`src/rtl/tlb_refill_walker.sv`:
```
// TLB miss walker: fetches the PTE for a missing VPN, picks a victim slot,
// writes back a dirty/referenced victim, then refills the slot or reports a fault.
module tlb_refill_walker #(
  parameter int VPN_W       = 6,
  parameter int PPN_W       = 2,
  parameter int TLB_ENTRIES = 4,
  parameter int IDX_W       = 2
) (
  input  logic                   clock,
  input  logic                   reset,
  input  logic                   req_valid,
  input  logic [VPN_W-1:0]       req_vpn,
  input  logic                   req_write,
  output logic                   req_ready,
  output logic                   pt_rd_en,
  output logic [VPN_W-1:0]       pt_rd_addr,
  input  logic                   pt_rd_valid,
  input  logic [31:0]            pt_rd_data,
  output logic                   pt_wr_en,
  output logic [VPN_W-1:0]       pt_wr_addr,
  output logic [31:0]            pt_wr_data,
  input  logic                   pt_wr_ack,
  input  logic [TLB_ENTRIES-1:0] tlb_valid_vec,
  output logic [IDX_W-1:0]       victim_idx,
  input  logic [VPN_W-1:0]       victim_tag,
  input  logic [31:0]            victim_entry,
  output logic                   tlb_wr_en,
  output logic [VPN_W-1:0]       tlb_wr_tag,
  output logic [31:0]            tlb_wr_entry,
  output logic                   done,
  output logic [PPN_W-1:0]       done_ppn,
  output logic                   fault
);

  typedef enum logic [2:0] {
    S_IDLE, S_RD_REQ, S_RD_WAIT, S_CHECK, S_WB, S_FILL, S_FAULT
  } state_t;

  state_t state, state_d;

  logic [VPN_W-1:0] vpn_q;
  logic             write_q;
  logic             pte_v_q;
  logic [PPN_W-1:0] pte_ppn_q;
  logic [IDX_W-1:0] rr_ptr;
  logic [IDX_W-1:0] victim_idx_q;
  logic             used_rr_q;
  logic [VPN_W-1:0] pt_rd_addr_q;
  logic [VPN_W-1:0] pt_wr_addr_q;
  logic [31:0]      pt_wr_data_q;
  logic [VPN_W-1:0] tlb_wr_tag_q;
  logic [31:0]      tlb_wr_entry_q;
  logic [PPN_W-1:0] done_ppn_q;

  logic [IDX_W-1:0] victim_sel;
  logic             sel_from_rr;
  logic             wb_needed;
  logic             fill_load;
  logic [31:0]      fill_entry;
  logic             unused_pte_bits;

  assign unused_pte_bits = ^pt_rd_data[30:PPN_W];

  // Lowest invalid slot wins; the descending scan leaves the smallest index last.
  always_comb begin
    victim_sel  = rr_ptr;
    sel_from_rr = 1'b1;
    for (int i = TLB_ENTRIES - 1; i >= 0; i--) begin
      if (!tlb_valid_vec[i]) begin
        victim_sel  = IDX_W'(i);
        sel_from_rr = 1'b0;
      end
    end
  end

  assign wb_needed  = tlb_valid_vec[victim_sel] & victim_entry[31] &
                      (victim_entry[30] | victim_entry[29]);
  assign fill_entry = {1'b1, write_q, 1'b1, {(29 - PPN_W){1'b0}}, pte_ppn_q};
  assign fill_load  = ((state == S_CHECK) && pte_v_q && !wb_needed) ||
                      ((state == S_WB) && pt_wr_ack);

  always_comb begin
    state_d = state;
    case (state)
      S_IDLE:    if (req_valid) state_d = S_RD_REQ;
      S_RD_REQ:  state_d = S_RD_WAIT;
      S_RD_WAIT: if (pt_rd_valid) state_d = S_CHECK;
      S_CHECK: begin
        if (!pte_v_q)       state_d = S_FAULT;
        else if (wb_needed) state_d = S_WB;
        else                state_d = S_FILL;
      end
      S_WB:      if (pt_wr_ack) state_d = S_FILL;
      S_FILL:    state_d = S_IDLE;
      S_FAULT:   state_d = S_IDLE;
      default:   state_d = S_IDLE;
    endcase
  end

  assign req_ready = (state == S_IDLE);
  assign pt_rd_en  = (state == S_RD_REQ);
  assign pt_wr_en  = (state == S_WB);
  assign tlb_wr_en = (state == S_FILL);
  assign done      = (state == S_FILL);
  assign fault     = (state == S_FAULT);

  // The TLB answers victim_tag/entry combinationally, so CHECK must present the live choice.
  assign victim_idx   = (state == S_CHECK) ? victim_sel : victim_idx_q;
  assign pt_rd_addr   = pt_rd_addr_q;
  assign pt_wr_addr   = pt_wr_addr_q;
  assign pt_wr_data   = pt_wr_data_q;
  assign tlb_wr_tag   = tlb_wr_tag_q;
  assign tlb_wr_entry = tlb_wr_entry_q;
  assign done_ppn     = done_ppn_q;

  always_ff @(posedge clock or posedge reset) begin
    if (reset) begin
      state          <= S_IDLE;
      vpn_q          <= '0;
      write_q        <= 1'b0;
      pte_v_q        <= 1'b0;
      pte_ppn_q      <= '0;
      rr_ptr         <= '0;
      victim_idx_q   <= '0;
      used_rr_q      <= 1'b0;
      pt_rd_addr_q   <= '0;
      pt_wr_addr_q   <= '0;
      pt_wr_data_q   <= '0;
      tlb_wr_tag_q   <= '0;
      tlb_wr_entry_q <= '0;
      done_ppn_q     <= '0;
    end else begin
      state <= state_d;
      if ((state == S_IDLE) && req_valid) begin
        vpn_q        <= req_vpn;
        write_q      <= req_write;
        pt_rd_addr_q <= req_vpn;
      end
      if ((state == S_RD_WAIT) && pt_rd_valid) begin
        pte_v_q   <= pt_rd_data[31];
        pte_ppn_q <= pt_rd_data[PPN_W-1:0];
      end
      // A faulting walk leaves the victim bookkeeping alone.
      if ((state == S_CHECK) && pte_v_q) begin
        victim_idx_q <= victim_sel;
        used_rr_q    <= sel_from_rr;
        if (wb_needed) begin
          pt_wr_addr_q <= victim_tag;
          pt_wr_data_q <= victim_entry;
        end
      end
      if (fill_load) begin
        tlb_wr_tag_q   <= vpn_q;
        tlb_wr_entry_q <= fill_entry;
        done_ppn_q     <= pte_ppn_q;
      end
      if ((state == S_FILL) && used_rr_q) rr_ptr <= rr_ptr + 1'b1;
    end
  end

endmodule
```
`config.mk`:
```
export PLATFORM = sky130hd
export DESIGN_NAME = tlb_refill_walker
export DESIGN_NICKNAME = d
export VERILOG_FILES = /design/src/rtl/tlb_refill_walker.sv
export SDC_FILE = /design/constraint.sdc
export NUM_CORES = 1
export LEC_CHECK = 0
export CAP_MARGIN = 20
export CORE_MARGIN = 2
export CORE_UTILIZATION = 30
export CTS_CLUSTER_SIZE = 40
export DETAILED_ROUTE_END_ITERATION = 6
export PLACE_DENSITY = 0.66
export RECOVER_POWER = 25
export SYNTH_ARGS = -nofsm -noshare
export SYNTH_HDL_FRONTEND = slang
export SYNTH_SLANG_ARGS = --single-unit
```
`constraint.sdc`:
```
create_clock -name clock -period 4.1 [get_ports clock]
set_input_delay 0.615 -clock clock [delete_from_list [all_inputs] [get_ports clock]]
set_output_delay 0.615 -clock clock [all_outputs]
set_load 0.01 [all_outputs]
```
* After elaboration in Yosys (flattened, before gate mapping)
Cells that the tools add are included.
Word-level totals: bits of input ports 86, logic and storage cells 55, output and inout port bits 92, register bits 69
Operators by class: add/sub/neg operators 1, magnitude comparators 1, mux-type cells 17, equality and inequality tests 9, reductions and logical operators 11, bitwise logic cells 3
Operator list (count):
- case mux 3 bit (5 select lines) | 1
- 2-to-1 mux 2 bit | 6
- == test 3 bit (second input constant) | 3
- 2-to-1 mux 3 bit | 3
- == test 3 x 2 -> 1 bit (second input constant) | 2
- logical AND 1 bit | 6
- 2-to-1 mux 1 bit | 6
- != test 2 bit (second input constant) | 2
- == test 3 x 1 -> 1 bit (second input constant) | 1
- zero test 3 bit | 1
- < comparator 2 x 3 -> 1 bit (second input constant) | 1
- AND reduction 3 bit | 1
- adder 2 x 1 -> 2 bit (second input constant) | 1
- bitwise AND 1 bit | 2
- binary-select mux 1 bit (select 2 bit) | 1
- != test 2 x 1 -> 1 bit (second input constant) | 1
- AND reduction 2 bit | 1
- zero test 1 bit | 1
- logical OR 1 bit | 1
- OR 1 bit | 1

* Depth between registers and ports, before layout
Gate-level depths: netlist of the first run.
depth after elaboration 11, depth in mapped cells 5, depth with buffers taken out 3

* Worst setup path after synthesis of the first run
No wires, ideal clock.
path kind flip-flop to output port, from reg state[0], to out victim_idx[0], cell stages (with the launch flop) 4, data arrival time 1.263 ns, data required time 3.485 ns, path buffers 1, path slack 2.222 ns, cells stage by stage dfrtp_1 -> clkbuf_1 -> nand3b_1 -> o31ai_1
On the way: cells in the longest elaborated chain, start to end 2
RTL lines:
- start, declared | line 39 | state_t state, state_d;
- start signal, assigned | line 133 | state <= state_d;
- == test 3 x 2 -> 1 bit | line 108 | assign victim_idx = (state == S_CHECK) ? victim_sel : victim_idx_q;
- 2-to-1 mux 2 bit | line 108
- end, declared | line 24 | output logic [IDX_W-1:0] victim_idx,
No other way between the ends.

* Final worst setup path of the first run
from reg state[1], to out victim_idx[0]
Same word-level chain as after synthesis.

==> results.txt, run 1 <==
Run status - finished, final reports clean
Worst hold stages - 1
Count of yosys warnings during synthesis - 0
Congestion Overflow GR - 0
Total power - 2.38 mW
Antenna violation net count after detailed routing - 0
Clock group share of total power - 22.1%
Library cell used as clock root buffer - clkbuf_8
Relative max-transition margin - 6.61%
Placeable core region - 0.00977 sq mm
CP startpoint kind - register
Worst slew pin tran - 1.40 ns
Number of buffers inserted by port buffering - 121
Peak ir drop on the vdd network - 0.308 mV
CTS Buf Count - 9
Tmin final - 2.76 ns
Count of fill cells added during filler insertion - 923
Final clock period utilization by the worst path - 67.2%
Cell types with the largest area share after synthesis - dfrtp_1 55%, mux2_2 10%, buf_4 7.9%, mux2_1 7.1%, o211ai_1 4.7%
Top-count cell post-synth - dfrtp_1
Maximum number of pins on one net before global-route repair - 50
Critical path class - reg -> out
Net switching power figure - 736 uW
Share of synthesized area occupied by flip-flops and latches - 54.6%
Internal - 1.64 mW
Proportion of netlist area held by the largest area contributor - 54.6%
Post-synthesis instance area - 0.00302 sq mm
Num rows - 36
Average size of a mapped cell - 12.3 sq um
Routed wire length - 7.00 mm
Number of optimization iterations in the first detailed-route pass - 4
Cts-stage hold buffer count - 0
Routability cong. - 0.750
Horiz. Die Dim - 104 um
Die Area - 0.0109 sq mm
Cell taking the most area after synthesis - dfrtp_1
Sum of net half-perimeters after detailed placement - 5.00 mm
Flip-flop and latch count after synthesis - 66
Class of the tightest hold or removal check - reg -> reg
Max Transition Viols Final - 0
Post-synth EDFFs - 0
Leading register cell type out of synthesis - dfrtp_1
Antenna fix cells - 0
Htree depth - 3
Skew final - 0.00795 ns
Pleak - 1.97 nW
Number of buffers added for setup after CTS - 0
Syn Inst Count - 245
Capturing element type of the critical path - output pin
Post-layout utilization of the core - 45.3%
Initial core utilization - 30.9%
DRC violations left - 0
Setup repair after global routing missed its margin - false
Share of final-layout standard cells stronger than drive strength 1 - 13.6%
Starting DRC count in detailed routing - 66
Proportion of power drawn by flip-flops and latches - 42.5%
Power density of the placed cells - 538 mW/mm^2
Clock latency of the later-clocked register in the worst-skew pair - 0.33 ns
Placed Instance Area - 0.00423 sq mm
Number of ports placed on the die boundary - 178
# Max-Cap Violations - 0
Upper clock frequency limit - 363 MHz
Share of total power in combinational logic - 35.4%
CTS sink count - 66
TNS Setup - 0 ns
Proportion of total power due to net switching - 30.9%
Share of flip-flops with an asynchronous set or reset - 100%
Routed wire length per instance - 14.0 um
Y dimension of the die - 104 um
Via Count - 2237
Global-route wire length before repair - 11.1 mm
Clock tree from TritonCTS - built
Data required time at the worst endpoint - 3.48 ns
Worst Reg-to-Reg Cells - 4
Vias in the first global route - 2125
CP arrival - 2.14 ns
Post-synthesis cell type count - 38
Overall global routing resource usage - 12.8%
Clock Tree Buf Depth - 2
Critical Path Fanout Max - 15
Number of endpoints with negative hold slack in the final report - 0
Final cell area excluding filler cells - 0.00442 sq mm
Total setup violations reported at the end of the flow - 0
Clk pin slew, worst setup/hold paths - 0.07 ns
Area growth syn-to-layout - 46.3%
Commonest cells in the synthesized netlist - 66 x dfrtp_1, 32 x buf_4, 28 x mux2_2, 24 x nand2_1
Final nets - 450
Drt via density - 4.47
Antenna violations before repair - 0
Gates resized, CTS repair - 0
metrics by stage:
stage,hold WS (ns),std cells,worst slack [ns]
after floorplan,0.446,271,1.83
after global placement,0.451,485,1.42
after detailed placement,0.450,485,1.40
after CTS,0.467,500,1.32
after global routing,0.485,501,0.874
final,0.468,501,1.34
logic make-up (layout without fill, tap and decap cells):
group / Yosys count / in the layout / synth area share [%]
simple gates: 48 / 48 / 8.98
other cells: 1 / 27 / 0.124
mux: 47 / 47 / 17.5
compound gates: 33 / 33 / 7.61
xor+xnor: 2 / 2 / 0.579
flops: 66 / 66 / 54.6
buf+inv: 48 / 145 / 10.6
flip-flops by register name (all words and copies together) (netlist names):
| signal | count |
|---|---|
| pt_wr_data | 32 |
| rr_ptr | 2 |
| pt_wr_addr | 6 |
| pt_rd_addr | 6 |
| tlb_wr_tag | 6 |
| done_ppn | 1 |
| victim_idx_q | 2 |
| tlb_wr_entry | 3 |
| state | 3 |
| used_rr_q | 1 |
| pte_v_q | 1 |
| write_q | 1 |
| pte_ppn_q | 2 |
layer usage:
layer | wire [um] | part of all wire (%) | up-vias | GRT usage (%)
met3 | 555 | 7.9 | 9 | 3.88
met4 | 86 | 1.2 | 0 | 4.92
met5 | 0 | 0 | - | 0
met1 | 3060 | 44 | 1080 | 16.6
met2 | 3300 | 47 | 111 | 20.1
li1 | - | - | 1037 | -
path summary, 6_finish.rpt:
kind	slack (ns)	startpoint	endpoint
max in group asynchronous	1.40	reset	pt_wr_data[2]
worst min-delay path	0.47	pt_wr_data[31]	pt_wr_data[31]
worst max register to register	2.05	state[0]	pt_wr_data[23]
worst min register to register	0.47	pt_wr_data[31]	pt_wr_data[31]
min in group asynchronous	0.91	reset	pt_wr_data[24]
worst max-delay path	1.34	state[1]	victim_idx[0]
placed cells by master, fill, tap and decap left out, drive strengths merged, types with 2 or more instances in the layout:
| cell | instances |
|---|---|
| mux2 | 47 |
| o211ai | 19 |
| clkinv | 2 |
| a21oi | 2 |
| inv | 3 |
| nand3b | 2 |
| nand4 | 2 |
| dfrtp | 66 |
| o31ai | 2 |
| nand2b | 3 |
| clkdlybuf4s50 | 120 |
| clkbuf | 13 |
| buf | 5 |
| conb | 27 |
| nor2 | 3 |
| xnor2 | 2 |
| o21ai | 5 |
| nand2 | 24 |
| nor3 | 3 |
layout make-up:
class	instances	area, sq um	area share (%)
Sequential cell	66	1650	37.3
Timing Repair Buffer	127	1250	28.3
Tap cell	133	166	3.76
Inverter	3	11.3	0.255
Clock inverter	3	40.0	0.905
Clock buffer	12	145	3.28
Multi-Input combinational cell	157	1160	26.1
power by group through the flow:
stage	combinational (mW)	sequential, mW	clock (mW)
finish	0.841	1.01	0.527
global route	0.911	1.04	0.583
CTS	0.853	1.01	0.551
detailed placement	0.848	1.03	0
global placement	0.836	1.02	0
floorplan	0.403	1.03	0
critical path, cell delays in order, from the launching register on:
cell and delay [ns]:
dfrtp_1 0.63, nand3b_1 0.28, o31ai_1 0.30, clkdlybuf4s50_1 0.60
Power figures use the tool's default switching activity.
==> run 2, diff against run 1 <==
--- a/config.mk
+++ b/config.mk
@@ -10,7 +10,7 @@
 export CORE_UTILIZATION = 30
 export CTS_CLUSTER_SIZE = 40
 export DETAILED_ROUTE_END_ITERATION = 6
-export PLACE_DENSITY = 0.66
+export PLACE_DENSITY = 0.69
 export RECOVER_POWER = 25
 export SYNTH_ARGS = -nofsm -noshare
 export SYNTH_HDL_FRONTEND = slang
==> constraint.sdc (replaced) <==
create_clock -name clock -period 2.52 [get_ports clock]
set_input_delay 0.378 -clock clock [delete_from_list [all_inputs] [get_ports clock]]
set_output_delay 0.378 -clock clock [all_outputs]
set_load 0.01 [all_outputs]
==> run 2 against run 1 <==
Count of clock-buffer cells in the layout shrank 1. Sequential power up 61%. Non-clock buffer count did not move. Clock power is 63% higher.
==> results.txt, run 2 (synthesis gave the netlist of run 1 again) <==
Library cell used as clock root buffer - clkbuf_8
Crit path cell chain - nand3b_1 -> o31ai_1 -> clkdlybuf4s50_1
Relative max-transition margin - 31.4%
Tmin final - 2.35 ns
Data required time at the worst endpoint - 2.14 ns
Worst path slowest cell - clkdlybuf4s50_1
Largest delay share family, worst path - buffers and inverters
Number of endpoints with negative hold slack in the final report - 0
Y dimension of the die - 104 um
Run status - finished, final reports clean
Maximum number of pins on one net before global-route repair - 42
Congestion Overflow GR - 0
Area growth syn-to-layout - 46.8%
Placeable core region - 0.00977 sq mm
Post-layout utilization of the core - 45.4%
Number of ports placed on the die boundary - 178
Class of the tightest hold or removal check - reg -> reg
TNS Setup - 0 ns
Share of final-layout standard cells stronger than drive strength 1 - 14.4%
Endpoint of the most critical register-to-register path - pt_wr_data[30]
Max Transition Viols Final - 0
Htree depth - 3
Combined buffer and inverter count along the critical path - 1
Internal reg-to-reg setup slack - 0.42 ns
Clock Tree Buf Depth - 2
Sum of net half-perimeters after detailed placement - 5.13 mm
Drt via density - 4.43
Capturing element type of the critical path - output pin
Antenna fix cells - 0
Number of stages on the worst setup path - 3
Peak ir drop on the vdd network - 0.445 mV
Num rows - 36
Clock tree from TritonCTS - built
Clock latency of the later-clocked register in the worst-skew pair - 0.34 ns
DRC violations left - 0
Horiz. Die Dim - 104 um
Largest incremental delay on the critical path - 0.60 ns
Worst hold path startpoint - pt_wr_data[31]
Overall global routing resource usage - 13.2%
Routed wire length - 6.99 mm
Worst slew pin tran - 1.03 ns
CTS sink count - 66
Vias in the first global route - 2230
# Max-Cap Violations - 0
Global-route wire length before repair - 11.4 mm
Most frequent standard cell in the layout excluding fill and tap cells - clkdlybuf4s50_1
Setup repair after global routing missed its margin - false
Antenna violations before repair - 0
Final nets - 450
Via Count - 2225
Number of buffers added for setup after CTS - 0
Routability cong. - 0.716
End point of the critical path - victim_idx[0]
Skew final - 0.0105 ns
Number of optimization iterations in the first detailed-route pass - 4
Initial core utilization - 30.9%
Routed wire length per instance - 13.9 um
Source of the critical timing path - state[2]
Die Area - 0.0109 sq mm
Worst Reg-to-Reg Cells - 4
Worst hold stages - 1
Max reg flops - 32
Most frequent cells in the layout - 120 x clkdlybuf4s50_1, 64 x dfrtp_1, 28 x mux2_2
Upper clock frequency limit - 426 MHz
Critical Path Fanout Max - 15
Total setup violations reported at the end of the flow - 0
Total power - 3.87 mW
Place WS - 0.284 ns
Number of buffers inserted by port buffering - 121
Critical path class - reg -> out
CTS Buf Count - 9
CP startpoint kind - register
R2r startpoint - state[2]
Antenna violation net count after detailed routing - 0
Starting DRC count in detailed routing - 55
CP arrival - 1.97 ns
Pleak - 1.95 nW
Final clock period utilization by the worst path - 93.2%
Final worst slack - 0.171 ns
Power density of the placed cells - 873 mW/mm^2
Cts-stage hold buffer count - 0
Clk pin slew, worst setup/hold paths - 0.07 ns
==> run 2: per-layer routing <==
metal	GRT usage (%)	up-vias	wire (um)
li1	-	1039	-
met1	16.5	1070	2980
met2	21.6	109	3440
met3	3.82	7	479
met4	5.21	0	92
met5	0	-	0
==> run 2: cell type report <==
| class | count | area, sq um |
|---|---|---|
| inverter | 3 | 11.3 |
| fill | 946 | 5330 |
| sequential | 66 | 1650 |
| clock inverter | 5 | 55.1 |
| timing repair buffer | 127 | 1280 |
| multi-input combinational | 157 | 1140 |
| tap | 133 | 166 |
| clock buffer | 11 | 131 |
==> run 2: worst min-delay path by stage <==
stage | slack [ns] | endpoint
after global placement | 0.46 | pt_wr_data[31]
after detailed placement | 0.46 | pt_wr_data[31]
final | 0.48 | pt_wr_data[31]
after CTS | 0.43 | pt_wr_data[21]
after floorplan | 0.45 | rr_ptr[1]
after global routing | 0.49 | pt_wr_data[31]
==> run 2: report_power, final <==
group / total, mW / switching [mW] / internal, mW
Combinational: 1.39 / 0.548 / 0.842
Sequential: 1.63 / 0.265 / 1.36
Clock: 0.857 / 0.403 / 0.454
==> run 2: repair_timing <==
item / in CTS / in global routing
pin swaps: 0 / 0
resized for setup: 1 / 1
gates cloned: 0 / 0
setup endpoints to repair: 1 / 1
==> run 2: worst register-to-register path, cell delays in order (launching register included) <==
cell and delay [ns]:
dfrtp_2 0.49, nand4b_1 0.42, nor3_4 0.43, buf_12 0.26, mux2_1 0.37
==> run 2: stage by stage <==
step                hold WS (ns)  std cells  cell area, sq um
floorplan                  0.446        271              3120
global placement           0.457        486              4270
finish                     0.476        502              4440
detailed placement         0.459        486              4270
global route               0.486        502              4440
CTS                        0.428        502              4450
